**config.mk**
```make
export PLATFORM = sky130hd
export DESIGN_NAME = cordic_phase
export DESIGN_NICKNAME = d
export VERILOG_FILES = /design/src/rtl/cordic_phase.sv
export SDC_FILE = /design/constraint.sdc
export NUM_CORES = 1
export LEC_CHECK = 0
export CORE_AREA = 4 4 158 160
export CTS_CLUSTER_DIAMETER = 200
export DETAILED_ROUTE_END_ITERATION = 10
export DIE_AREA = 0 0 162 164
export PLACE_DENSITY = 0.87
export SLEW_MARGIN = 30
export SYNTH_ARGS = -nofsm -noshare
export SYNTH_HDL_FRONTEND = slang
export SYNTH_SLANG_ARGS = --single-unit
```
**constraint.sdc**
```tcl
create_clock -name clock -period 8 [get_ports clock]
set_input_delay 2 -clock clock [delete_from_list [all_inputs] [get_ports clock]]
set_output_delay 2 -clock clock [all_outputs]
set_load 0.01 [all_outputs]
```
**src/rtl/cordic_phase.sv**
```systemverilog
`default_nettype none
// ============================================================================
//  Module      : cordic_phase
//  Description : Iterative vectoring-mode CORDIC. Converts one I/Q sample pair
//                into a signed phase angle (radians, 10 fractional bits,
//                saturated to +/-3217). A single shift/add datapath is reused
//                for ITER cycles per sample.
//  Ports       : clock   - system clock, rising edge
//                reset   - asynchronous, active-high; clears all state
//                sample  - input strobe, accepted while busy = 0
//                I, Q    - signed IN_W-bit in-phase / quadrature samples
//                phase   - signed 19-bit phase result, held between valids
//                valid   - one-cycle pulse when phase (and mag) update
//                busy    - high while a sample is being processed
//                overrun - one-cycle pulse for each sample seen while busy
//                mag     - unsigned magnitude incl. CORDIC gain
//  Option      : CORDIC_MAG_EN - when defined, mag is registered from the
//                final x value; when undefined, mag is tied to zero.
//  Revision    : 1.0 - initial release
// ============================================================================
module cordic_phase #(
    parameter int ITER = 14,
    parameter int IN_W = 18
) (
    input  logic                   clock,
    input  logic                   reset,
    input  logic                   sample,
    input  logic signed [IN_W-1:0] I,
    input  logic signed [IN_W-1:0] Q,
    output logic signed [18:0]     phase,
    output logic                   valid,
    output logic                   busy,
    output logic                   overrun,
    output logic [IN_W+1:0]        mag
);

    // x/y carry three guard bits: one for negating the most negative input,
    // two for the ~1.647 CORDIC gain on a 45-degree vector.
    localparam int XW = IN_W + 3;
    localparam int ZW = 23;
    localparam int KW = 4;
    localparam logic signed [ZW-1:0] PI_Z   = 23'sd51472;
    localparam logic signed [ZW-1:0] PH_MAX = 23'sd3217;

    typedef enum logic [1:0] {
        S_IDLE    = 2'd0,
        S_LOAD    = 2'd1,
        S_ITERATE = 2'd2,
        S_DONE    = 2'd3
    } state_t;

    state_t                 state;
    logic [KW-1:0]          k;
    logic signed [IN_W-1:0] in_i;
    logic signed [IN_W-1:0] in_q;
    logic                   in_zero;
    logic signed [XW-1:0]   x;
    logic signed [XW-1:0]   y;
    logic signed [ZW-1:0]   z;

    logic signed [XW-1:0]   i_ext;
    logic signed [XW-1:0]   q_ext;
    logic signed [XW-1:0]   x_sh;
    logic signed [XW-1:0]   y_sh;
    logic signed [ZW-1:0]   atan_k;
    logic signed [ZW-1:0]   z_rnd;
    logic signed [ZW-1:0]   z_div;
    logic signed [18:0]     phase_sat;

    // round(atan(2^-k) * 2^14)
    function automatic logic signed [ZW-1:0] atan_lut(input logic [KW-1:0] idx);
        logic signed [ZW-1:0] v;
        case (idx)
            4'd0:    v = 23'sd12868;
            4'd1:    v = 23'sd7596;
            4'd2:    v = 23'sd4014;
            4'd3:    v = 23'sd2037;
            4'd4:    v = 23'sd1023;
            4'd5:    v = 23'sd512;
            4'd6:    v = 23'sd256;
            4'd7:    v = 23'sd128;
            4'd8:    v = 23'sd64;
            4'd9:    v = 23'sd32;
            4'd10:   v = 23'sd16;
            4'd11:   v = 23'sd8;
            4'd12:   v = 23'sd4;
            4'd13:   v = 23'sd2;
            default: v = 23'sd1;
        endcase
        return v;
    endfunction

    always_comb begin
        i_ext  = {{3{in_i[IN_W-1]}}, in_i};
        q_ext  = {{3{in_q[IN_W-1]}}, in_q};
        x_sh   = x >>> k;
        y_sh   = y >>> k;
        atan_k = atan_lut(k);
        // z is in 2^-14 rad; phase is in 2^-10 rad, rounded half-up.
        z_rnd  = z + 23'sd8;
        z_div  = z_rnd >>> 4;
        if (z_div > PH_MAX) begin
            phase_sat = 19'sd3217;
        end else if (z_div < -PH_MAX) begin
            phase_sat = -19'sd3217;
        end else begin
            phase_sat = z_div[18:0];
        end
    end

    always_ff @(posedge clock or posedge reset) begin
        if (reset) begin
            state   <= S_IDLE;
            k       <= '0;
            in_i    <= '0;
            in_q    <= '0;
            in_zero <= 1'b0;
            x       <= '0;
            y       <= '0;
            z       <= '0;
            phase   <= '0;
            valid   <= 1'b0;
            busy    <= 1'b0;
            overrun <= 1'b0;
        end else begin
            valid   <= 1'b0;
            // busy mirrors "state != IDLE", so this flags every strobe that
            // lands while a computation is in flight.
            overrun <= sample & busy;
            case (state)
                S_IDLE: begin
                    if (sample) begin
                        in_i  <= I;
                        in_q  <= Q;
                        busy  <= 1'b1;
                        state <= S_LOAD;
                    end
                end
                S_LOAD: begin
                    in_zero <= (in_i == '0) && (in_q == '0);
                    k       <= '0;
                    if (in_i[IN_W-1]) begin
                        // Rotate by 180 degrees into the right half-plane.
                        x <= -i_ext;
                        y <= -q_ext;
                        z <= in_q[IN_W-1] ? -PI_Z : PI_Z;
                    end else begin
                        x <= i_ext;
                        y <= q_ext;
                        z <= '0;
                    end
                    state <= S_ITERATE;
                end
                S_ITERATE: begin
                    if (!y[XW-1]) begin
                        x <= x + y_sh;
                        y <= y - x_sh;
                        z <= z + atan_k;
                    end else begin
                        x <= x - y_sh;
                        y <= y + x_sh;
                        z <= z - atan_k;
                    end
                    if (k == KW'(ITER - 1)) begin
                        k     <= '0;
                        state <= S_DONE;
                    end else begin
                        k <= k + 1'b1;
                    end
                end
                S_DONE: begin
                    // Zero input would otherwise accumulate sum(ATAN).
                    phase <= in_zero ? 19'sd0 : phase_sat;
                    valid <= 1'b1;
                    busy  <= 1'b0;
                    state <= S_IDLE;
                end
                default: begin
                    state <= S_IDLE;
                end
            endcase
        end
    end

`ifdef CORDIC_MAG_EN
    // Final x is non-negative after right-half-plane pre-rotation.
    always_ff @(posedge clock or posedge reset) begin
        if (reset) begin
            mag <= '0;
        end else if (state == S_DONE) begin
            mag <= x[IN_W+1:0];
        end
    end
`else
    assign mag = '0;
`endif

endmodule
`default_nettype wire
```
==> results by group <==
Status
  • Status: finished with violations
  • Failing checks: design-rule violations

Final layout
  • Share of layout cells above drive strength 1: 10.2%
  • Final Core Density: 63.5%
  • Post-route cell area: 14900 sq um
  • Area Overhead vs Synth: 7.70%
  • Final net count: 1734
  • # diodes: 0

Logic synthesis
  • Most frequent cells after synthesis: nor2_1, a21oi_1, dfrtp_1
  • Synthesized area per cell: 8.58 sq um
  • Main synth FF type: dfrtp_1
  • Top-count cell post-synth: nor2_1
  • Synth Instances: 1610
  • Ys Warns: 0
  • Synth Register Bits: 130
  • Async SR Flop Fraction: 100%
  • EDFF count, synth: 0
  • Largest cells by area after synthesis: dfrtp_1, ha_1, mux2_2, a21oi_1, nor2_1
  • Synth cell types: 98
  • Seq/Total Area, Yosys: 23.6%
  • Dominant cell type by area after synthesis: dfrtp_1
  • Top-area cell type share of the netlist area: 23.6%
  • Syn Std Cell Area: 13800 sq um

Hold path
  • Hold Crit Depth: 1
  • End of the worst hold path: phase[8]
  • Worst Hold Class: register to register
  • Hold path start: phase[8]

Global routing
  • Global route total overflow: 0
  • Initial antenna violation count: 0
  • Vias in the first global route: 12100
  • Total GRT Usage: 29.5%
  • Largest net degree at the start of global routing: 68
  • First-pass GRT wire length: 64000 um

Critical path
  • Reg-to-reg startpoint: k[0]
  • RR Endpoint: z[22]
  • CP max FO: 37
  • FF-to-FF setup slack: 1.70 ns
  • Arrival time of the worst setup path: 6.60 ns
  • CP Capture Type: register
  • Slowest stage delay, CP: 0.94 ns
  • Critical path, cell by cell: inv_2 -> ha_1 -> a21boi_1 -> o21ai_0 -> nor2b_1 -> a31oi_1 -> nor2_1 -> xnor2_1 -> ha_1 -> a2111oi_0 -> o21ai_0 -> a21oi_1 -> o22ai_1 -> a211o_1 -> a221oi_1 -> xnor2_1 -> and3_1 -> a2111oi_0
  • Worst endpoint required time: 8.30 ns
  • R2r worst-path depth: 18
  • Setup Crit Path Kind: register to register
  • Startpoint Class: register
  • Worst path slowest cell: dfrtp_2

Routing
  • Initial drt markers: 1594
  • DR vias: 13000
  • DRT antenna net count: 0
  • DR pass1 iterations: 11
  • DRC Markers: 1
  • Via density: 6.68
  • Wire length per cell: 20.4 um
  • Total Wirelength: 39500 um

Clock network
  • Max clock buf depth: 2
  • Cts bufs inserted: 17
  • Root Driver: clkbuf_16
  • H-Tree Depth: 4
  • Hold Buf Count CTS: 0
  • Post-CTS Setup Bufs: 0
  • Clock Latency Late Sink: 0.44 ns
  • CTS clk-pin slew, worst paths: 0.06 ns
  • CTS tree: yes
  • CTS-repair resized insts: 0
  • Clock sink count: 130

STA
  • FMAX: 159 MHz
  • Worst-Margin Slew: 1.04 ns
  • Setup tns final: 0 ns
  • Worst Setup Slack, final: 1.70 ns
  • Final setup viols: 0
  • Final min period: 6.30 ns
  • Final clock skew: 0.0159 ns
  • Max_slew headroom: 30.6%
  • RSZ-0062 raised after global routing: false
  • Period utilization: 78.7%
  • Final hold violation count: 0
  • Max-slew violation count: 0

Floorplan
  • DIE HEIGHT: 164 um
  • Ports: 81
  • DIE WIDTH: 162 um
  • Std-Cell Rows: 56
  • Initial Util: 59.0%
  • Core area: 23400 sq um
  • Die area: 26600 sq um

Place
  • Post-Place Worst Slack: 2.08 ns
  • Detailed Place HPWL: 27900 um
  • Final GP Congestion: 0.992
  • Post-DP Area: 14300 sq um
  • I/O Buffers: 60

Run
  • MaxCap Viol Count: 0
-- layout make-up --
type / count / area [sq um]
Multi-Input combinational cell: 1322 / 9700
Fill cell: 1894 / 8530
Sequential cell: 130 / 3260
Timing Repair Buffer: 73 / 696
Clock buffer: 18 / 429
Tap cell: 319 / 399
Inverter: 64 / 245
Clock inverter: 14 / 141
-- per-layer routing --
metal  global-route usage [%]  part of all wire, %  up-vias  wire length (um)
li1                         -                    -     5885                 -
met1                     40.8                   42     6181             16600
met2                     45.5                   44      744             17300
met3                     7.28                   11      155              4170
met4                     10.1                  3.7        0              1450
met5                        0                    0        -                 0
-- flip-flops by register name (all words and copies together) (netlist names) --
register  cells
y            21
state         2
valid         1
in_q         18
z            23
k             4
in_i         18
overrun       1
phase        19
x            21
in_zero       1
busy          1
-- metrics by stage --
stage / cells / hold slack (ns)
floorplan: 1629 / 0.461
global placement: 1907 / 0.472
detailed placement: 1907 / 0.472
CTS: 1939 / 0.489
global route: 1940 / 0.502
finish: 1940 / 0.486
-- logic make-up after synthesis --
family          count (synthesis)  share of synthesized area [%]
fa+ha+maj                      88                           8.12
compound gates                485                           22.9
other cells                     1                         0.0272
mux                           139                           14.1
flops                         130                           23.6
simple gates                  456                           15.9
buf+inv                       177                           6.79
xor+xnor                      134                           8.60
-- worst max-delay path by stage --
stage | cells after the start | slack, ns | end | from
floorplan | 1 | 2.53 | busy | reset
global placement | 18 | 2.20 | z[22] | k[0]
detailed placement | 16 | 2.08 | y[19] | k[1]
CTS | 18 | 1.90 | z[22] | k[0]
global route | 18 | 1.10 | z[22] | k[0]
finish | 18 | 1.70 | z[22] | k[0]
-- cells in the final DEF (no fill, tap or decap), types with 59 or more instances in the layout --
cell	netlist	final
ha_1	84	82
nand2_1	115	115
mux2_2	61	61
nor2_1	158	158
inv_1	60	59
clkdlybuf4s50_1	0	60
xnor2_1	66	66
a21oi_1	137	137
xor2_1	67	67
dfrtp_1	130	127
o21ai_0	80	80
-- worst max-delay path: cells and delay by family (launching register included) --
kind	cells	cell delay, ns
compound gates	10	3.21
buf+inv	1	0.36
xor+xnor	2	0.34
simple gates	3	0.59
flops	1	0.94
fa+ha+maj	2	0.74
Power is not shown: default switching activity piles up to over one toggle a cycle in this logic, so the estimate is an artifact.
